===== config.mk =====
export PLATFORM = sky130hd
export DESIGN_NAME = rc_settle_monitor
export DESIGN_NICKNAME = d
export VERILOG_FILES = /design/src/rtl/rc_settle_monitor.sv
export SDC_FILE = /design/constraint.sdc
export NUM_CORES = 1
export LEC_CHECK = 0
export CAP_MARGIN = 10
export CORE_ASPECT_RATIO = 0.9
export CORE_MARGIN = 2
export CORE_UTILIZATION = 46
export CTS_BUF_LIST = sky130_fd_sc_hd__clkbuf_8
export CTS_CLUSTER_SIZE = 30
export DETAILED_ROUTE_END_ITERATION = 6
export PLACE_DENSITY = 0.68
export SYNTH_ARGS = -nofsm -noshare
export SYNTH_HDL_FRONTEND = slang
export SYNTH_SLANG_ARGS = --single-unit

===== constraint.sdc =====
create_clock -name clk -period 6.4 [get_ports clk]
set_clock_uncertainty 0.15 [all_clocks]
set_input_delay 0.96 -clock clk [delete_from_list [all_inputs] [get_ports clk]]
set_output_delay 0.96 -clock clk [all_outputs]
set_load 0.02 [all_outputs]

===== src/rtl/rc_settle_monitor.sv =====
// rtl/rc_settle_monitor.sv - step-response settling time and overshoot monitor for the RC model output
// Samples v_out every cycle after start; reports settle index, timeout and peak overshoot.
module rc_settle_monitor #(
  parameter int WIDTH      = 25,
  parameter int CNT_W      = 16,
  parameter int HOLD       = 4,
  parameter int MAX_CYCLES = 1000
) (
  input  logic                    clk,
  input  logic                    rst,
  input  logic                    start,
  input  logic signed [WIDTH-1:0] v_out,
  input  logic signed [WIDTH-1:0] target,
  input  logic        [WIDTH-2:0] tol,
  output logic                    busy,
  output logic                    done,
  output logic                    settled,
  output logic                    timeout,
  output logic        [CNT_W-1:0] settle_cycles,
  output logic signed [WIDTH-1:0] max_overshoot
);

  localparam int HW = $clog2(HOLD + 1);

  localparam logic [1:0] S_IDLE   = 2'd0;
  localparam logic [1:0] S_TRACK  = 2'd1;
  localparam logic [1:0] S_REPORT = 2'd2;

  localparam logic [HW-1:0]           HOLD_N    = HW'(HOLD);
  localparam logic [CNT_W-1:0]        K_LAST    = CNT_W'(MAX_CYCLES - 1);
  localparam logic [CNT_W-1:0]        K_TIMEOUT = CNT_W'(MAX_CYCLES);
  localparam logic signed [WIDTH:0]   OS_SAT    = {2'b00, {(WIDTH-1){1'b1}}};

  logic [1:0]              state;
  logic signed [WIDTH-1:0] target_q;
  logic [WIDTH-2:0]        tol_q;
  logic [CNT_W-1:0]        k;
  logic [CNT_W-1:0]        entry;
  logic [HW-1:0]           hold_cnt;

  logic signed [WIDTH:0]   err;
  logic [WIDTH:0]          abs_err;
  logic                    in_band;
  logic [HW-1:0]           hold_nxt;
  logic [CNT_W-1:0]        entry_nxt;
  logic                    settle_hit;
  logic                    last_sample;
  logic                    os_upd;
  logic [WIDTH-1:0]        os_cand;

  // One extra bit keeps the difference of two full-range operands exact.
  always_comb begin
    err         = $signed({v_out[WIDTH-1], v_out}) - $signed({target_q[WIDTH-1], target_q});
    abs_err     = err[WIDTH] ? $unsigned(-err) : $unsigned(err);
    in_band     = (abs_err <= {2'b00, tol_q});
    hold_nxt    = '0;
    if (in_band) begin
      hold_nxt = (hold_cnt == HOLD_N) ? HOLD_N : hold_cnt + HW'(1);
    end
    entry_nxt   = (in_band && (hold_cnt == '0)) ? k : entry;
    settle_hit  = in_band && (hold_nxt == HOLD_N);
    last_sample = (k == K_LAST);
    os_upd      = (err > $signed({1'b0, max_overshoot}));
    os_cand     = (err > OS_SAT) ? OS_SAT[WIDTH-1:0] : err[WIDTH-1:0];
  end

  always_ff @(posedge clk) begin
    if (rst) begin
      state         <= S_IDLE;
      target_q      <= '0;
      tol_q         <= '0;
      k             <= '0;
      entry         <= '0;
      hold_cnt      <= '0;
      settled       <= 1'b0;
      timeout       <= 1'b0;
      settle_cycles <= '0;
      max_overshoot <= '0;
    end else begin
      case (state)
        S_IDLE: begin
          if (start) begin
            target_q      <= target;
            tol_q         <= tol;
            k             <= '0;
            entry         <= '0;
            hold_cnt      <= '0;
            settled       <= 1'b0;
            timeout       <= 1'b0;
            settle_cycles <= '0;
            max_overshoot <= '0;
            state         <= S_TRACK;
          end
        end
        S_TRACK: begin
          hold_cnt <= hold_nxt;
          entry    <= entry_nxt;
          if (os_upd) begin
            max_overshoot <= os_cand;
          end
          // Settling on the final sample takes priority over timing out.
          if (settle_hit) begin
            settle_cycles <= entry_nxt;
            settled       <= 1'b1;
            state         <= S_REPORT;
          end else if (last_sample) begin
            settle_cycles <= K_TIMEOUT;
            timeout       <= 1'b1;
            state         <= S_REPORT;
          end else begin
            k <= k + CNT_W'(1);
          end
        end
        S_REPORT: begin
          state <= S_IDLE;
        end
        default: begin
          state <= S_IDLE;
        end
      endcase
    end
  end

  assign busy = (state == S_TRACK);
  assign done = (state == S_REPORT);

endmodule


# == After elaboration in Yosys (flattened, before gate mapping) ==
# Cells that the tools add are included.
# classes
n_addsub,4
n_mul,0
n_div,0
n_lt_le_gt_ge,3
eq_ne,12
n_shift,0
mux,28
bitwise_logic,0
reduce_logical,13
# op_table
cell,count
two-way mux 16 bit,6
case mux 16 bit (2 select lines),3
two-way mux 25 bit,3
case mux 25 bit (2 select lines),1
> comparator 26 x 25 -> 1 bit (second input constant),1
> comparator 26 bit,1
less-or-equal comparator 26 x 24 -> 1 bit,1
two-way mux 26 bit,1
negation 26 bit,1
subtractor 25 x 25 -> 26 bit,1
adder 16 x 1 -> 16 bit (second input constant),1
== test 16 x 10 -> 1 bit (second input constant),1
two-way mux 3 bit,3
AND reduction 3 bit,3
AND reduction 4 bit,2
== test 3 bit (second input constant),2
two-way mux 2 bit,3
!= test 2 x 1 -> 1 bit (second input constant),3
!= test 2 bit (second input constant),3
case mux 3 bit (2 select lines),1
AND reduction 2 bit,3
two-way mux 1 bit,4
case mux 1 bit (2 select lines),2
case mux 2 bit (2 select lines),1
other kinds (8),9
# word_totals
regBits,129
latchBits,0
ramBits,0
rom_bits,0
mem_count,0

# == Depth between registers and ports, before layout ==
# Gate-level depths: netlist of run 1.
# logic_depth
depth_word,9
mapped_depth,25

# == Least setup slack after synthesis of run 1 ==
# Ideal clock, no wire load.
# synth_timing
path_type,input port to flip-flop
from,input port v_out[0]
to,register k[11]
setup_time_ns,0.118
arrival_time_ns,5.653
required_time_ns,6.132
setup_slack_ns,0.479
cell_stages,21
path_buffers,0
path_cell_list,inv_1 > ha_1 > fa_1 > nor2b_4 > o211a_1 > o21ai_0 > a21boi_1 > o22ai_2 > or4_4 > nor4_1 > a21oi_1 > xor2_1 > ha_1 > nand4_1 > nor4_1 > o311ai_0 > nand3b_1 > a211oi_4 > a21o_4 > or4_1 > mux2i_1
# synth_between
elab_chain_len,9
# synth_rtl
element,line_no,rtl
"start, declared",12,"input logic signed [WIDTH-1:0] v_out,"
subtractor 25 x 25 -> 26 bit *,53,"err = $signed({v_out[WIDTH-1], v_out}) - $signed({target_q[WIDTH-1], target_q});"
negation 26 bit,54,abs_err = err[WIDTH] ? $unsigned(-err) : $unsigned(err);
two-way mux 26 bit *,54,
less-or-equal comparator 26 x 24 -> 1 bit *,55,"in_band = (abs_err <= {2'b00, tol_q});"
two-way mux 3 bit,57,if (in_band) begin
== test 3 bit,61,settle_hit = in_band && (hold_nxt == HOLD_N);
logical AND 1 bit *,61,
!= test 2 bit (no line) *,-,
AND reduction 4 bit (no line) *,-,
"end signal, assigned",111,k <= k + CNT_W'(1);
"end, declared",37,logic [CNT_W-1:0] k;
# Every way passes the cells marked *; elsewhere a longest branch is shown, timed or not.
# A chain may end at the register's enable or synchronous reset.

# == Final worst setup path of run 1 ==
# Ends and elaborated chain as after synthesis.

==> impl_metrics.ini, run 1 <==
[status]
status = finished clean

[cts]
cts_tree = yes
insertion_delay_ns = 0.46
clock-sinks = 129
numCtsBuffers = 17
cts_buffer_depth = 2
ctsHoldBuffers = 0
clk_pin_slew_worst_paths_ns = 0.10
cts_root_buf = clkbuf_8
ctsHtreeMaxLevel = 4

[floorplan]
start_util_pct = 46.70
die_area_mm2 = 0.02138
coreArea_mm2 = 0.01993
ios = 122
fp.dieH_um = 138.9
rows = 49
die_w_um = 153.9

[timing]
worst_pin_slew_ns = 1.199
max_freq_mhz = 166.4
maxSlewHeadroom_pct = 19.35
fin_crit_ns = 6.011
final_hold_viol_count = 0
rsz0062_at_grt = false
post-route-period-util_pct = 93.93
drv_slew = 0
setup_violations = 0
fin_ws_ns = 0.3887
tns_ns = 0

[setup_path]
r2r_slack_ns = 1.06
crit_path_top_delay_cell = or4_1
required_ns = 6.61
path_buf_inv = 6
path_class = in2reg
critPathMaxStageDelay_ns = 0.49
worstReg2RegStart = target_q[2]
cp-end-kind = register
critPathMostFrequentCell = buf_4
r2r-end = k[11]
cp.arrival_ns = 6.23
path_max_fanout = 9
critPathTopFamily = compound AO/OA/AOI/OAI gates
startpoint_type = input port
r2r_cells = 24
worst-path-stages = 27

[run]
drv_cap = 0

[grt]
use_met1_pct = 38.00
grt_busiest_layer = met1
use_met2_pct = 37.08
grt_use_total_pct = 25.30
grt_pass1_wl_um = 44300
grt_use_met3_pct = 4.313
gr-total-overflow = 0
grt_max_degree = 58
grt_pass1_vias = 8640
antenna_found_initial = 0

[final_layout]
antenna_cells = 0
layout_commonest_cell = nand2_1
syn2layout_area_growth_pct = 25.14
nNetsFinal = 1513
final_cell_mix = 167 x nand2_1, 135 x a21oi_1, 129 x dfxtp_1
drive_above_1_share_pct = 15.77

[synthesis]
syn_area_mm2 = 0.009305
synth.net_count = 1342
synth_ff_type = dfxtp_1
ys_warn_count = 0
synth.largest_area_cell = dfxtp_1
synth_top_cells_by_area = dfxtp_1 28%, ha_1 10%, a21oi_1 7.3%, nand2_1 6.8%, inv_1 3.9%
yosysTopAreaCellShare_pct = 27.75
ys_ff_latch = 129
ys_types = 102
ys_seq_area_share_pct = 27.75
synthArstFlopShare_pct = 0
postSynthAreaPerCell_um2 = 7.846
syn_inst = 1186
synth-edff-count = 0

[placed_design]
place.gp.congestion = 0.9595
preCtsSetupSlack_ns = -0.1847
port_buffers = 121
hpwl_um = 19740

[routing]
routed-via-count = 9033
drt_iter0_drc = 671
ant_nets = 0
viasPerCell = 5.559
wl_um = 26350
first_pass_iters = 5
drcViolationCount = 0
wl_per_cell_um = 16.22

[pwr]
powerDensity_mw_per_mm2 = 221.7
power_leakage_nw = 4.423
peakVddDrop_mv = 0.1340

[hold_path]
whs_path_depth = 2
hold_path.startpoint = timeout
min_to = timeout
hold_class = reg2reg
-- where the power goes --
group | total, mW | switching (mW) | leakage, nW | internal [mW]
clock network | 0.724 | 0.398 | 0.201 | 0.326
registers | 0.848 | 0.0184 | 1.05 | 0.830
logic | 1.01 | 0.561 | 3.17 | 0.448
-- worst reg2reg max path: cells and delay by family (launching register included) --
kind | cells | cell delay, ns
compound gates | 8 | 1.60
xor+xnor | 1 | 0.19
fa+ha+maj | 2 | 0.62
buf+inv | 4 | 0.48
flops | 1 | 0.34
mux | 1 | 0.13
simple gates | 8 | 1.75
-- cells in the mapped netlist (11+ instances only) --
library cell	n
nor2b_1	13
nand2_1	168
o21a_1	14
ha_1	78
or3_1	26
o21ai_0	29
xnor2_1	24
nor2_1	65
or2_2	12
buf_6	12
a21oi_1	136
a21o_1	11
dfxtp_1	129
nand3_1	54
mux2i_1	20
nor3_1	14
inv_1	97
clkbuf_1	49
nand4_1	19
a22o_1	16
nor4_1	12
-- metal layers --
| layer | share of wire (%) | vias to the layer above |
|---|---|---|
| met2 | 42 | 281 |
| met1 | 51 | 4188 |
| met3 | 5.9 | 27 |
| met5 | 0 | - |
| li1 | - | 4537 |
| met4 | 1.6 | 0 |
-- final cells by class --
class	instances	area, µm²
tap	255	319.1
inverter	98	367.9
multi-input combinational	885	5966
fill	1881	8280
sequential	129	2582
clock inverter	15	166.4
clock buffer	17	234.0
timing repair buffer	226	2009
-- kinds of logic after synthesis --
logic type,count (synthesis),share of synthesized area [%]
buffers and inverters,172,8.632
DFF,129,27.75
adders and majority gates,79,10.70
xor gates and xnor gates,36,3.550
and+or+nand+nor,440,23.99
AOI/OAI and AO/OA,304,22.50
muxes,26,2.877
-- sequential cells by signal, summed over array words and instances (netlist names) --
signal         cells
settled            1
state              2
hold_cnt           3
settle_cycles     16
entry             16
max_overshoot     25
target_q          25
timeout            1
k                 16
tol_q             24
-- repair_timing --
| action | 4_1_cts | 5_1_grt |
|---|---|---|
| resized for setup | 0 | 5 |
| setup endpoints to repair | 0 | 30 |
| setup buffers | 0 | 2 |
-- how the worst max path moves through the flow --
| stage | from | end | slack (ns) |
|---|---|---|---|
| CTS | v_out[0] | k[7] | 0.26 |
| floorplan | v_out[0] | k[11] | 0.48 |
| global route | v_out[0] | k[11] | 0.02 |
| global placement | v_out[0] | k[13] | -0.11 |
| finish | v_out[0] | k[11] | 0.39 |
| detailed placement | v_out[0] | k[11] | -0.18 |
-- per-stage QoR --
step / total power [mW] / std cells / utilization, % / hold slack [ns] / cell area [µm²]
after floorplan: 1.518 / 1186 / - / 0.2863 / 9305
after global routing: 2.744 / 1625 / 58.44 / 0.3105 / 11640
after detailed placement: 1.850 / 1591 / 56.23 / 0.2833 / 11200
after CTS: 2.579 / 1623 / 58.24 / 0.2943 / 11600
after global placement: 1.838 / 1591 / 56.23 / 0.2784 / 11200
final: 2.582 / 1625 / 58.44 / 0.2964 / 11640
(Power assumes the default switching activity.)
==> inputs of run 2 (changes only) <==
CTS_CLUSTER_DIAMETER = 30   (was default)
PLACE_DENSITY = 0.7   (was 0.68)
==> run 2 against run 1 <==
Effect of this change: wire length is essentially flat; design area shrank 0.87%; sequential cell count is the same; die area is the same; critical endpoint is now settle_cycles[10]; global-route usage shrank 0.38 points; critical path depth is the same; worst hold slack gained 0.011 ns.
==> impl_metrics.ini, run 2 (same netlist as run 1, synthesis figures left out) <==
[status]
status = finished clean

[floorplan]
ios = 122
coreArea_mm2 = 0.01993
die_area_mm2 = 0.02138
rows = 49
die_w_um = 153.9
start_util_pct = 46.70
fp.dieH_um = 138.9

[pwr]
total_power_mw = 2.562
peakVddDrop_mv = 0.1539
power_leakage_nw = 4.355
powerDensity_mw_per_mm2 = 221.9

[grt]
antenna_found_initial = 0
grt_max_degree = 92
grt_pass1_wl_um = 43310
grt_pass1_vias = 8376
grt_use_total_pct = 24.92
gr-total-overflow = 0

[timing]
setup_violations = 0
tns_ns = 0
final_hold_viol_count = 0
hold-worst-slack_ns = 0.3069
fin_crit_ns = 5.996
post-route-period-util_pct = 93.69
drv_slew = 0
worst_pin_slew_ns = 1.068
fin_ws_ns = 0.4036
maxSlewHeadroom_pct = 28.53
max_freq_mhz = 166.8

[final_layout]
syn2layout_area_growth_pct = 24.06
layout_commonest_cell = nand2_1
final_cell_mix = 167 x nand2_1, 136 x a21oi_1, 129 x dfxtp_1
largestRegisters = max_overshoot x25, target_q x25, tol_q x24
drive_above_1_share_pct = 14.97
nNetsFinal = 1499
final_util_pct = 57.93
antenna_cells = 0

[cts]
clk_pin_slew_worst_paths_ns = 0.09
cts_tree = yes
cts_buffer_depth = 2
cts_root_buf = clkbuf_8
clock-sinks = 129
ctsHtreeMaxLevel = 4
ctsHoldBuffers = 0
numCtsBuffers = 17
insertion_delay_ns = 0.48

[hold_path]
hold_class = reg2reg

[routing]
routed-via-count = 8993
ant_nets = 0
viasPerCell = 5.582
drt_iter0_drc = 686
drcViolationCount = 0
wl_per_cell_um = 16.35
wl_um = 26340
first_pass_iters = 5

[setup_path]
startpoint_type = input port
required_ns = 6.67
cp.arrival_ns = 6.26
cp-end-kind = register
path_max_fanout = 6
path_class = in2reg

[placed_design]
preCtsSetupSlack_ns = -0.2310
hpwl_um = 19550
place.gp.congestion = 0.9057
port_buffers = 121

[run]
drv_cap = 0
-- run 2: cell count changes in the layout (fill, tap and decap cells not counted), sizes merged --
cell,change
clkinv,-2
clkinvlp,+1
inv,+1
buf,-14
-- run 2: layout make-up --
| class | instances | area [µm²] |
|---|---|---|
| Fill cell | 1810 | 8382 |
| Multi-Input combinational cell | 885 | 5967 |
| Sequential cell | 129 | 2582 |
| Timing Repair Buffer | 212 | 1906 |
| Inverter | 98 | 367.9 |
| Tap cell | 255 | 319.1 |
| Clock buffer | 17 | 234.0 |
| Clock inverter | 15 | 167.7 |
-- run 2: critical path: stages --
cell and delay (ns):
clkdlybuf4s50_1 0.41, ha_1 0.35, buf_4 0.18, a21oi_4 0.20, o22ai_2 0.13, a21o_1 0.26
nor3_2 0.19, o22ai_2 0.11, or4_4 0.54, nor4_2 0.15, buf_4 0.16, a21oi_1 0.07
xor2_1 0.15, ha_1 0.29, nand4_1 0.16, buf_4 0.14, nor2_1 0.04, nor4_1 0.18
o311ai_1 0.15, nand2_1 0.09, nand3b_1 0.07, buf_4 0.17, nor2_1 0.12, nand4b_1 0.27
buf_2 0.28, or2_2 0.30, a21oi_1 0.13
-- run 2: metal layers --
layer  vias to the layer above  track usage [%]  wire length, µm
met5                         -                0                0
met4                         0            7.427              507
met3                        38            4.375             1657
met2                       274            37.32            10990
met1                      4181            36.53            13180
li1                       4500                -                -
-- run 2: power breakdown --
| part | internal (mW) | switching [mW] |
|---|---|---|
| Clock | 0.327 | 0.406 |
| Sequential | 0.830 | 0.0183 |
| Combinational | 0.431 | 0.549 |
| Total | 1.59 | 0.974 |
-- run 2: metrics by stage --
step / instances / cell area (µm²)
5_1_grt: 1611 / 11540
6_report: 1611 / 11540
3_5_place_dp: 1576 / 11090
3_3_place_gp: 1576 / 11090
4_1_cts: 1608 / 11490
2_1_floorplan: 1186 / 9305
-- run 2: path summary, 6_finish.rpt --
kind / startpoint / end / slack [ns] / cells after the start
hold / removal: target_q[16] / target_q[16] / 0.31 / 2
setup reg to reg: target_q[7] / settle_cycles[10] / 0.93 / 27
hold reg to reg: target_q[16] / target_q[16] / 0.31 / 2
setup / recovery: v_out[8] / settle_cycles[10] / 0.40 / 27
-- run 2: timing repair --
item                                    in CTS  in global routing
endpoints found under the setup margin       0                 53
setup buffers                                0                  2
resized for setup                            0                  9
